$ cat config.mk
export PLATFORM = sky130hd
export DESIGN_NAME = clk_period_meter
export DESIGN_NICKNAME = d
export VERILOG_FILES = /design/src/rtl/clk_period_meter.sv
export SDC_FILE = /design/constraint.sdc
export NUM_CORES = 1
export LEC_CHECK = 0
export CAP_MARGIN = 0
export CELL_PAD_IN_SITES_DETAIL_PLACEMENT = 2
export CELL_PAD_IN_SITES_GLOBAL_PLACEMENT = 2
export CORE_MARGIN = 5
export CORE_UTILIZATION = 33
export DETAILED_ROUTE_END_ITERATION = 10
export HOLD_SLACK_MARGIN = 0.12
export PLACE_DENSITY_LB_ADDON = 0.1
export SYNTH_ARGS = -nofsm -noshare
export SYNTH_HDL_FRONTEND = slang
export SYNTH_SLANG_ARGS = --single-unit
$ cat constraint.sdc
create_clock -name clk_in -period 1.9 [get_ports clk_in]
set_input_delay 0.38 -clock clk_in [delete_from_list [all_inputs] [get_ports clk_in]]
set_output_delay 0.38 -clock clk_in [all_outputs]
set_load 0.05 [all_outputs]
$ cat src/rtl/clk_period_meter.sv
// Measures the rising-to-rising period, lock status and timeout of a slow signal that is asynchronous to clk_in.
// Define DUTY_CHECK_EN to enable high-time measurement and the duty_err flag.
module clk_period_meter #(
    parameter int CNT_W  = 8,
    parameter int LOCK_N = 3
) (
    input  logic             clk_in,
    input  logic             reset,
    input  logic             sig_in,
    output logic [CNT_W-1:0] period,
    output logic [CNT_W-1:0] high_time,
    output logic             meas_valid,
    output logic             locked,
    output logic             timeout,
    output logic             duty_err
);

    localparam int                 MATCH_W   = 4;
    localparam logic [CNT_W-1:0]   CNT_MAX   = {CNT_W{1'b1}};
    localparam logic [CNT_W-1:0]   CNT_ONE   = CNT_W'(1);
    localparam logic [MATCH_W-1:0] MATCH_ONE = MATCH_W'(1);
    localparam logic [MATCH_W-1:0] MATCH_TOP = MATCH_W'(LOCK_N - 1);

    typedef enum logic {
        ARM  = 1'b0,
        MEAS = 1'b1
    } state_t;

    state_t             state_q, state_d;
    logic               s1_q, s2_q, s3_q;
    logic               rise;
    logic [CNT_W-1:0]   cnt_q, cnt_d;
    logic [CNT_W-1:0]   period_q, period_d;
    logic               meas_valid_q, meas_valid_d;
    logic               locked_q, locked_d;
    logic               timeout_q, timeout_d;
    logic [MATCH_W-1:0] match_q, match_d;
    logic               prev_ok_q, prev_ok_d;

    // s1/s2 are the synchronizer; s3 only remembers the previous synchronized level for edge detection.
    always_ff @(posedge clk_in or posedge reset) begin
        if (reset) begin
            s1_q <= 1'b0;
            s2_q <= 1'b0;
            s3_q <= 1'b0;
        end else begin
            // NOTE: non-blocking so each stage takes its neighbour's pre-edge value and the chain stays three flops deep.
            s1_q <= sig_in;
            s2_q <= s1_q;
            s3_q <= s2_q;
        end
    end

    assign rise = s2_q & ~s3_q;

    always_comb begin
        // NOTE: every signal gets its default before the case so no path leaves one unassigned (no latches).
        state_d      = state_q;
        cnt_d        = cnt_q;
        period_d     = period_q;
        meas_valid_d = 1'b0;
        locked_d     = locked_q;
        timeout_d    = timeout_q;
        match_d      = match_q;
        prev_ok_d    = prev_ok_q;

        case (state_q)
            ARM: begin
                cnt_d = '0;
                if (rise) begin
                    state_d = MEAS;
                    cnt_d   = CNT_ONE;
                end
            end
            MEAS: begin
                if (rise) begin
                    // A rise wins over a simultaneous timeout: a full-scale count is a legal period.
                    period_d     = cnt_q;
                    meas_valid_d = 1'b1;
                    cnt_d        = CNT_ONE;
                    timeout_d    = 1'b0;
                    prev_ok_d    = 1'b1;
                    if (prev_ok_q && (cnt_q == period_q)) begin
                        match_d = (match_q == MATCH_TOP) ? match_q : match_q + MATCH_ONE;
                    end else begin
                        match_d = '0;
                    end
                    locked_d = (match_d == MATCH_TOP);
                end else if (cnt_q == CNT_MAX) begin
                    state_d   = ARM;
                    cnt_d     = '0;
                    timeout_d = 1'b1;
                    locked_d  = 1'b0;
                    match_d   = '0;
                    prev_ok_d = 1'b0;
                end else begin
                    cnt_d = cnt_q + CNT_ONE;
                end
            end
            default: state_d = ARM;
        endcase
    end

    always_ff @(posedge clk_in or posedge reset) begin
        if (reset) begin
            state_q      <= ARM;
            cnt_q        <= '0;
            period_q     <= '0;
            meas_valid_q <= 1'b0;
            locked_q     <= 1'b0;
            timeout_q    <= 1'b0;
            match_q      <= '0;
            prev_ok_q    <= 1'b0;
        end else begin
            state_q      <= state_d;
            cnt_q        <= cnt_d;
            period_q     <= period_d;
            meas_valid_q <= meas_valid_d;
            locked_q     <= locked_d;
            timeout_q    <= timeout_d;
            match_q      <= match_d;
            prev_ok_q    <= prev_ok_d;
        end
    end

    assign period     = period_q;
    assign meas_valid = meas_valid_q;
    assign locked     = locked_q;
    assign timeout    = timeout_q;

`ifdef DUTY_CHECK_EN
    localparam logic [CNT_W:0] IMB_ONE = (CNT_W+1)'(1);

    logic [CNT_W-1:0] high_cnt_q, high_cnt_d;
    logic [CNT_W-1:0] high_time_q, high_time_d;
    logic             duty_err_q, duty_err_d;
    logic [CNT_W:0]   twice_high, cnt_ext, imbalance;
    logic             meas_evt, timeout_evt;

    assign meas_evt    = (state_q == MEAS) && rise;
    assign timeout_evt = (state_q == MEAS) && !rise && (cnt_q == CNT_MAX);
    assign twice_high  = {high_cnt_q, 1'b0};
    assign cnt_ext     = {1'b0, cnt_q};
    assign imbalance   = (twice_high >= cnt_ext) ? (twice_high - cnt_ext) : (cnt_ext - twice_high);

    always_comb begin
        high_cnt_d  = high_cnt_q;
        high_time_d = high_time_q;
        duty_err_d  = duty_err_q;
        if (state_q == ARM) begin
            high_cnt_d = rise ? CNT_ONE : '0;
        end else if (meas_evt) begin
            high_time_d = high_cnt_q;
            high_cnt_d  = CNT_ONE;
            duty_err_d  = (imbalance > IMB_ONE);
        end else if (timeout_evt) begin
            high_cnt_d = '0;
            duty_err_d = 1'b0;
        end else if (s2_q && (high_cnt_q != CNT_MAX)) begin
            high_cnt_d = high_cnt_q + CNT_ONE;
        end
    end

    always_ff @(posedge clk_in or posedge reset) begin
        if (reset) begin
            high_cnt_q  <= '0;
            high_time_q <= '0;
            duty_err_q  <= 1'b0;
        end else begin
            high_cnt_q  <= high_cnt_d;
            high_time_q <= high_time_d;
            duty_err_q  <= duty_err_d;
        end
    end

    assign high_time = high_time_q;
    assign duty_err  = duty_err_q;
`else
    assign high_time = '0;
    assign duty_err  = 1'b0;
`endif

endmodule
# After elaboration in Yosys (flattened, before gate mapping)

Index checks and enable logic that the tools add are counted.

Multiplexer cells: 20
Reductions and logical operators: 4
Eq/ne operators: 4
Bitwise gates (word level): 3
Add/subtract/negate cells: 2

Operator list:

| kind                                                | number |
|---|---|
| two-way mux 4 bit                                   | 6 |
| two-way mux 8 bit                                   | 2 |
| case mux 8 bit (2 select lines)                     | 1 |
| two-way mux 1 bit                                   | 10 |
| adder 8 x 1 -> 8 bit, second input constant         | 1 |
| equality test 4 x 2 -> 1 bit, second input constant | 2 |
| equality test 8 bit                                 | 1 |
| equality test 8 bit, second input constant          | 1 |
| adder 4 x 1 -> 4 bit, second input constant         | 1 |
| AND reduction 2 bit                                 | 2 |
| NOT 1 bit                                           | 2 |
| case mux 1 bit (2 select lines)                     | 1 |
| nonzero test 2 bit                                  | 1 |
| bitwise AND 1 bit                                   | 1 |
| logical AND 1 bit                                   | 1 |

Register bits after elaboration: 28
Word-level logic and storage cells: 44

# Logic depth before layout (Yosys ltp)

Gate-level depths: netlist (run 1).

Depth in word-level cells: 7
Depth in mapped cells: 6

# Worst setup path after synthesis (run 1)

Ideal clock, no wire load.

Path type: register to register
Start point: register period_q[4], in the netlist period[4]
End point: register match_q[2]
Period minus slack after synthesis: 1.581 ns
Stages on the path, launching flop included: 5
Path slack: 0.319 ns
Arrival time: 1.481 ns
Setup time: 0.101 ns
Cells stage by stage: dfrtp_1 xor2_1 nor4_4 nand3_2 o311ai_2

Cells in the longest elaborated chain, start to end: 6

Ends and longest elaborated chain:

| element                | RTL line | source |
|---|---|---|
| start, declared        | 33       | `logic [CNT_W-1:0] period_q, period_d;` |
| start signal, assigned | 117      | `period_q <= period_d;` |
| equality test 8 bit    | 83       | `if (prev_ok_q && (cnt_q == period_q)) begin` |
| logical AND 1 bit      | 83       |  |
| two-way mux 4 bit      | 83       |  |
| two-way mux 4 bit      | 76       | `if (rise) begin` |
| two-way mux 4 bit      | 67       | `case (state_q)` |
| two-way mux 4 bit      | 76       |  |
| end signal, assigned   | 121      | `match_q <= match_d;` |
| end, declared          | 37       | `logic [MATCH_W-1:0] match_q, match_d;` |

Every way passes these cells. The select of a mux whose other input is x is not followed.
A chain may end at the register's enable or synchronous reset.

# Worst setup path after layout (run 1)

Start point: register meas_valid_q, in the netlist meas_valid
End point: output meas_valid

RTL lines:

| element                | RTL line | source |
|---|---|---|
| start, declared        | 34       | `logic meas_valid_q, meas_valid_d;` |
| start signal, assigned | 118      | `meas_valid_q <= meas_valid_d;` |
| end, declared          | 12       | `output logic meas_valid,` |

No word-level cell between the ends.

==> reports/summary.json, run 1 <==
{
  "sta": {
    "final_max_slew_viol_count": 0,
    "fmaxAchievable_mhz": 556,
    "fin_crit_sh": 0.946,
    "timing.hold.ws_ns": 0.361,
    "fin_tns_setup_ns": 0,
    "rsz0062_at_grt": "false",
    "setup_slack_ns": 0.103,
    "setup-violations-final": 0,
    "skew_ns": 0.0102,
    "period_minus_slack_ns": 1.80,
    "finalHoldViolations": 0
  },
  "final_layout": {
    "layout.cell_area.non_filler_sq_mm": 0.00163,
    "area.growth.synth_to_final_pct": 14.9,
    "diodes": 0,
    "layout_common_cells": "nand2_1, dfrtp_1, buf_4, xor2_1, conb_1",
    "finish.net_count": 165,
    "final_common_cell": "nand2_1",
    "post_route_cells_drive_above_1_share": 0.165
  },
  "clock_network": {
    "numClockSinks": 28,
    "cts_resized": 0,
    "cts-htree-levels": 1,
    "tritoncts.num_buffers": 3,
    "ctsHoldBuffers": 0,
    "clkSlewWorstSetupHoldPaths_ns": 0.10,
    "cts.repair_timing.setup_buffer_count": 0,
    "clk_root_buffer_cell": "clkbuf_8",
    "tritoncts": "built",
    "insertion_delay_ns": 0.29,
    "ctsLongestPathBuffers": 2
  },
  "global_route": {
    "grt_max_degree": 29,
    "initial_antenna_violation_count": 0,
    "grt_first_pass_wirelength_microns": 5720,
    "grt_usage": 0.135,
    "grt_pass1_vias": 1100,
    "overflow": 0
  },
  "die": {
    "num_rows": 23,
    "die-height_microns": 75.6,
    "width_of_the_die_microns": 75.6,
    "ioPinCount": 23,
    "design.die.area_sq_mm": 0.00572,
    "effective_utilization_at_floorplan": 0.348,
    "floorplan.core_area_sq_mm": 0.00409
  },
  "synth": {
    "synthCells": 141,
    "ys_warn_count": 0,
    "netlist.top_cell.by_area": "dfrtp_1",
    "synth_enable_flop_cells": 0,
    "ys.flop_type": "dfrtp_1",
    "async_flop_share": 1.00,
    "synth_sequential_area_ratio": 0.493,
    "synth.area.top_cells": "dfrtp_1, nand2_1, xor2_1",
    "synth-seq-cells": 28,
    "synth_cell_types": 33,
    "syn_area_per_cell_sq_um": 10.1,
    "synth.top_cell.area_share": 0.493,
    "synthesis.area_sq_mm": 0.00142
  },
  "place": {
    "post_dp_cell_area_sq_mm": 0.00156,
    "placement.setup.worst_slack_ns": 0.210,
    "hpwlAfterDp_microns": 2540,
    "numPortBuffers": 13,
    "finalWeightedCongestion": 0.799
  },
  "detailed_routing": {
    "routed_wire_length_per_instance_microns": 15.9,
    "drt_iter0_markers": 31,
    "drt_first_pass_iters": 4,
    "routed_via_density": 4.88,
    "metal3_wl_microns": 95,
    "detailed_routing_wirelength_on_met1_microns": 1590,
    "wl_met2_microns": 1560,
    "ant_nets": 0,
    "via_count": 1016,
    "drt-total-wl_microns": 3300,
    "post-route-drc-count": 0,
    "maxUsedRoutingLayer": "met4"
  },
  "worst_hold_path": {
    "hp-class": "register to register",
    "hold_depth": 0,
    "hold_path.startpoint": "s1_q",
    "holdPathEnd": "s2_q"
  },
  "critical_path": {
    "cp_max_fo": 1,
    "worst_ep_arrival_time_ns": 1.42,
    "timing.critical_path.slowest_cell_delay_ns": 0.79,
    "crit_family": "buffers and inverters",
    "timing.critical_path.required_ns": 1.52,
    "timing.rr.start": "match_q[0]",
    "crit_path_max_delay_cell_type": "clkdlybuf4s50_1",
    "worstSetupStartpointType": "register",
    "cp_cell_sequence": "clkdlybuf4s50_1",
    "worstReg2RegEnd": "locked",
    "r2r.worst_path.cells": 6,
    "r2r_setup_slack_ns": 0.16,
    "crit_start": "meas_valid",
    "cp-end-kind": "output pin",
    "worstSetupPathType": "register to output pin",
    "critical_path_buf_inv_count": 1
  },
  "status": {
    "outcome": "finished, final reports clean"
  },
  "pwr": {
    "p_leak_nw": 0.816,
    "ir_worst_vdd_uv": 407,
    "powerDensity_mw_per_mm2": 1130
  },
  "run": {
    "drv.max_cap_violation_count": 0
  }
}
-- cell type report --
class | count | area [sq um]
clock inverters | 1 | 30.0
well taps | 50 | 62.6
fillers | 452 | 2450
inverters | 4 | 15.0
flip-flops and latches | 28 | 701
clock buffers | 3 | 41.3
repair buffers | 17 | 135
multi-input cells | 105 | 647
-- routing by layer --
metal	vias to the layer above	track usage
li1	478	-
met3	5	0.0198
met4	0	0.0466
met5	-	0
met1	518	0.186
met2	15	0.216
-- cells by family after synthesis --
group / Yosys count / synth area share
other: 1 / 0.00264
adder cells (fa/ha/maj): 3 / 0.0264
XOR/XNOR: 16 / 0.0987
AND/OR/NAND/NOR: 65 / 0.244
flip-flops: 28 / 0.493
AO/OA/AOI/OAI: 12 / 0.0626
buffers and inverters: 16 / 0.0722
-- synthesized netlist by cell type, types with 2 or more instances --
| master | instances |
|---|---|
| nand2_1 | 36 |
| ha_1 | 3 |
| buf_4 | 9 |
| xor2_1 | 12 |
| o21ai_0 | 4 |
| xnor2_1 | 4 |
| and3_1 | 3 |
| nand2b_1 | 2 |
| nor2_1 | 6 |
| nor4_4 | 2 |
| inv_1 | 4 |
| dfrtp_1 | 28 |
| and2_1 | 3 |
| nand3_1 | 4 |
| and3_2 | 2 |
| nand4_1 | 2 |
-- worst max path at each step --
stage	slack, ns	cells past startpoint	endpoint
global route	0.01	6	locked
CTS	0.09	1	meas_valid
floorplan	0.32	4	match_q[2]
finish	0.10	1	meas_valid
detailed placement	0.21	6	locked
global placement	0.27	5	match_q[2]
-- power breakdown --
group          leakage, nW  switching (mW)  internal (mW)
Sequential           0.362           0.106          0.674
Clock               0.0357           0.200          0.283
Combinational        0.419           0.379          0.201
-- flip-flops by register name, indices dropped and copies added (netlist names) --
signal and count:
cnt_q 8, locked 1, match_q 4, meas_valid 1, period 8, prev_ok_q 1, s1_q 1, s2_q 1
s3_q 1, state_q 1, timeout 1
-- through the flow --
| stage | instances | power (mW) | util |
|---|---|---|---|
| 6_report | 208 | 1.84 | 0.399 |
| 5_1_grt | 208 | 1.95 | 0.399 |
| 4_1_cts | 208 | 1.87 | 0.399 |
| 3_5_place_dp | 204 | 1.38 | 0.382 |
| 3_3_place_gp | 204 | 1.37 | 0.382 |
| 2_1_floorplan | 149 | 1.22 | - |
Note: power is estimated with default switching activity, not from simulation.
==> run 2: changes to the inputs <==
--- a/config.mk
+++ b/config.mk
@@ -12,7 +12,7 @@
 export CORE_UTILIZATION = 33
 export DETAILED_ROUTE_END_ITERATION = 10
 export HOLD_SLACK_MARGIN = 0.12
-export PLACE_DENSITY_LB_ADDON = 0.1
+export PLACE_DENSITY = 0.84
 export SYNTH_ARGS = -nofsm -noshare
 export SYNTH_HDL_FRONTEND = slang
 export SYNTH_SLANG_ARGS = --single-unit
==> reports/summary.json, run 2 (same netlist as run 1, synthesis figures left out) <==
{
  "detailed_routing": {
    "via_count": {"value": 1012, "change": "-0.39%"},
    "routed_via_density": {"value": 4.87, "change": "-0.39%"},
    "drt_iter0_markers": {"value": 21, "change": "-32%"},
    "drt-total-wl": {"value": 3540, "unit": "microns", "change": "+7.2%"},
    "post-route-drc-count": {"value": 0, "change": "unchanged"},
    "ant_nets": {"value": 0, "change": "unchanged"},
    "drt_first_pass_iters": {"value": 2, "change": "-2"},
    "routed_wire_length_per_instance": {"value": 17.0, "unit": "microns", "change": "+7.2%"}
  },
  "place": {
    "finalWeightedCongestion": {"value": 0.717, "change": "-10%"},
    "post_dp_cell_area": {"value": 0.00156, "unit": "sq mm", "change": "unchanged"},
    "placed_instance_count": {"value": 204, "change": "unchanged"},
    "hpwlAfterDp": {"value": 2780, "unit": "microns", "change": "+9.5%"},
    "numPortBuffers": {"value": 13, "change": "unchanged"}
  },
  "critical_path": {
    "cp-end-kind": "output pin",
    "timing.critical_path.required": {"value": 1.52, "unit": "ns", "change": "about the same"},
    "worstSetupPathType": "register to output pin",
    "worstReg2RegEnd": "locked",
    "crit_start": "meas_valid",
    "timing.rr.start": "match_q[0]",
    "cp_cell_sequence": "clkdlybuf4s50_1",
    "cp_num_cells": {"value": 1, "change": "unchanged"},
    "endpoint": "meas_valid",
    "worst_ep_arrival_time": {"value": 1.40, "unit": "ns", "change": "-0.02 ns"},
    "r2r_setup_slack": {"value": 0.19, "unit": "ns", "change": "+0.03 ns"},
    "worstSetupStartpointType": "register",
    "cp_max_fo": {"value": 1, "change": "unchanged"},
    "crit_family": "buffers and inverters",
    "timing.critical_path.slowest_cell_delay": {"value": 0.80, "unit": "ns", "change": "about the same"},
    "crit_path_max_delay_cell_type": "clkdlybuf4s50_1",
    "r2r.worst_path.cells": {"value": 6, "change": "unchanged"},
    "critical_path_buf_inv_count": {"value": 1, "change": "unchanged"}
  },
  "global_route": {
    "grt_usage": {"value": 0.132, "change": "-0.00264"},
    "overflow": {"value": 0, "change": "unchanged"},
    "grt_first_pass_wirelength": {"value": 5700, "unit": "microns", "change": "-0.37%"},
    "grt_pass1_vias": {"value": 1141, "change": "+3.7%"},
    "grt_max_degree": {"value": 29, "change": "unchanged"},
    "initial_antenna_violation_count": {"value": 0, "change": "unchanged"}
  },
  "clock_network": {
    "tritoncts": "built",
    "clk_root_buffer_cell": "clkbuf_8",
    "cts.repair_timing.setup_buffer_count": {"value": 0, "change": "unchanged"},
    "insertion_delay": {"value": 0.27, "unit": "ns", "change": "-0.02 ns"},
    "cts_resized": {"value": 0, "change": "unchanged"},
    "ctsHoldBuffers": {"value": 0, "change": "unchanged"},
    "numClockSinks": {"value": 28, "change": "unchanged"},
    "cts-htree-levels": {"value": 1, "change": "unchanged"},
    "tritoncts.num_buffers": {"value": 3, "change": "unchanged"},
    "ctsLongestPathBuffers": {"value": 2, "change": "unchanged"},
    "clkSlewWorstSetupHoldPaths": {"value": 0.10, "unit": "ns", "change": "about the same"}
  },
  "sta": {
    "period_minus_slack": {"value": 1.78, "unit": "ns", "change": "-0.0214 ns"},
    "rsz0062_at_grt": "false",
    "setup-violations-final": {"value": 0, "change": "unchanged"},
    "worstMarginPinSlew_ns": 0.501,
    "fin_crit_sh": {"value": 0.935, "change": "-0.0113"},
    "slew-limit-headroom": 0.665,
    "finalHoldViolations": {"value": 0, "change": "unchanged"},
    "final_max_slew_viol_count": {"value": 0, "change": "unchanged"},
    "fin_tns_setup": {"value": 0, "unit": "ns", "change": "unchanged"},
    "fmaxAchievable": {"value": 563, "unit": "MHz", "change": "+1.2%"},
    "skew": {"value": 0.00605, "unit": "ns", "change": "-0.00410 ns"}
  },
  "final_layout": {
    "non_filler_cells_final": {"value": 208, "change": "unchanged"},
    "finish.net_count": {"value": 165, "change": "unchanged"},
    "diodes": {"value": 0, "change": "unchanged"},
    "layout.cell_area.non_filler": {"value": 0.00162, "unit": "sq mm", "change": "-0.46%"},
    "fill_cells": {"value": 469, "change": "+3.8%"},
    "post_route_cells_drive_above_1_share": {"value": 0.177, "change": "+0.0127"},
    "layout_common_cells": "nand2_1, dfrtp_1, buf_4, xor2_1, conb_1",
    "final_common_cell": "nand2_1",
    "area.growth.synth_to_final_pct": 14.4,
    "final_core_util": {"value": 0.397, "change": "-0.00184"}
  },
  "worst_hold_path": {
    "hp-class": "register to register",
    "hold_path.startpoint": "s1_q"
  },
  "run": {
    "drv.max_cap_violation_count": {"value": 0, "change": "unchanged"}
  },
  "die": {
    "ioPinCount": {"value": 23, "change": "unchanged"},
    "floorplan.core_area": {"value": 0.00409, "unit": "sq mm", "change": "unchanged"},
    "width_of_the_die": {"value": 75.6, "unit": "microns", "change": "unchanged"},
    "die-height": {"value": 75.6, "unit": "microns", "change": "unchanged"},
    "effective_utilization_at_floorplan": {"value": 0.348, "change": "unchanged"},
    "design.die.area": {"value": 0.00572, "unit": "sq mm", "change": "unchanged"},
    "num_rows": {"value": 23, "change": "unchanged"}
  },
  "pwr": {
    "ir_worst_vdd": {"value": 329, "unit": "uV", "change": "-19%"},
    "powerDensity": {"value": 1070, "unit": "mW/mm^2", "change": "-5.5%"},
    "p_leak": {"value": 0.817, "unit": "nW", "change": "about the same"}
  },
  "status": {
    "outcome": "finished, final reports clean"
  }
}
## run 2: cell count changes in the layout (fill, tap and decap cells not counted), sizes merged
| cell | delta |
|---|---|
| clkbuf | +1 |
| bufinv | -1 |
## run 2: per-layer routing
| metal | GRT usage | vias to the layer above | share of wire |
|---|---|---|---|
| met1 | 0.157 | 519 | 0.42 |
| met4 | 0.0291 | 0 | 0.0054 |
| met5 | 0 | - | 0 |
| li1 | - | 481 | - |
| met2 | 0.249 | 10 | 0.55 |
| met3 | 0.0198 | 2 | 0.019 |
## run 2: how the worst min path moves through the flow
stage	cells past startpoint	endpoint	slack (ns)
after global placement	0	s2_q	0.34
final	0	s2_q	0.37
after CTS	0	s2_q	0.37
after detailed placement	0	s2_q	0.34
after floorplan	0	s2_q	0.33
after global routing	0	s2_q	0.38
## run 2: through the flow
stage	worst slack, ns	power [mW]	hold WS [ns]
after floorplan	0.319	1.22	0.331
after global placement	0.315	1.35	0.342
after detailed placement	0.112	1.38	0.337
after CTS	0.0912	1.76	0.371
after global routing	0.0402	1.83	0.384
final	0.124	1.73	0.367
## run 2: where the power goes
part	switching, mW	total (mW)	internal [mW]
logic	0.388	0.591	0.203
registers	0.102	0.778	0.676
clock network	0.180	0.365	0.185
total	0.670	1.73	1.06
## run 2: layout make-up
cell class / count / area, sq um / share of cell area
Multi-Input combinational cell: 105 / 654 / 0.403
Timing Repair Buffer: 17 / 135 / 0.0832
Clock buffer: 4 / 55.1 / 0.0339
Sequential cell: 28 / 702 / 0.432
Inverter: 4 / 15.0 / 0.00924
Tap cell: 50 / 62.6 / 0.0385
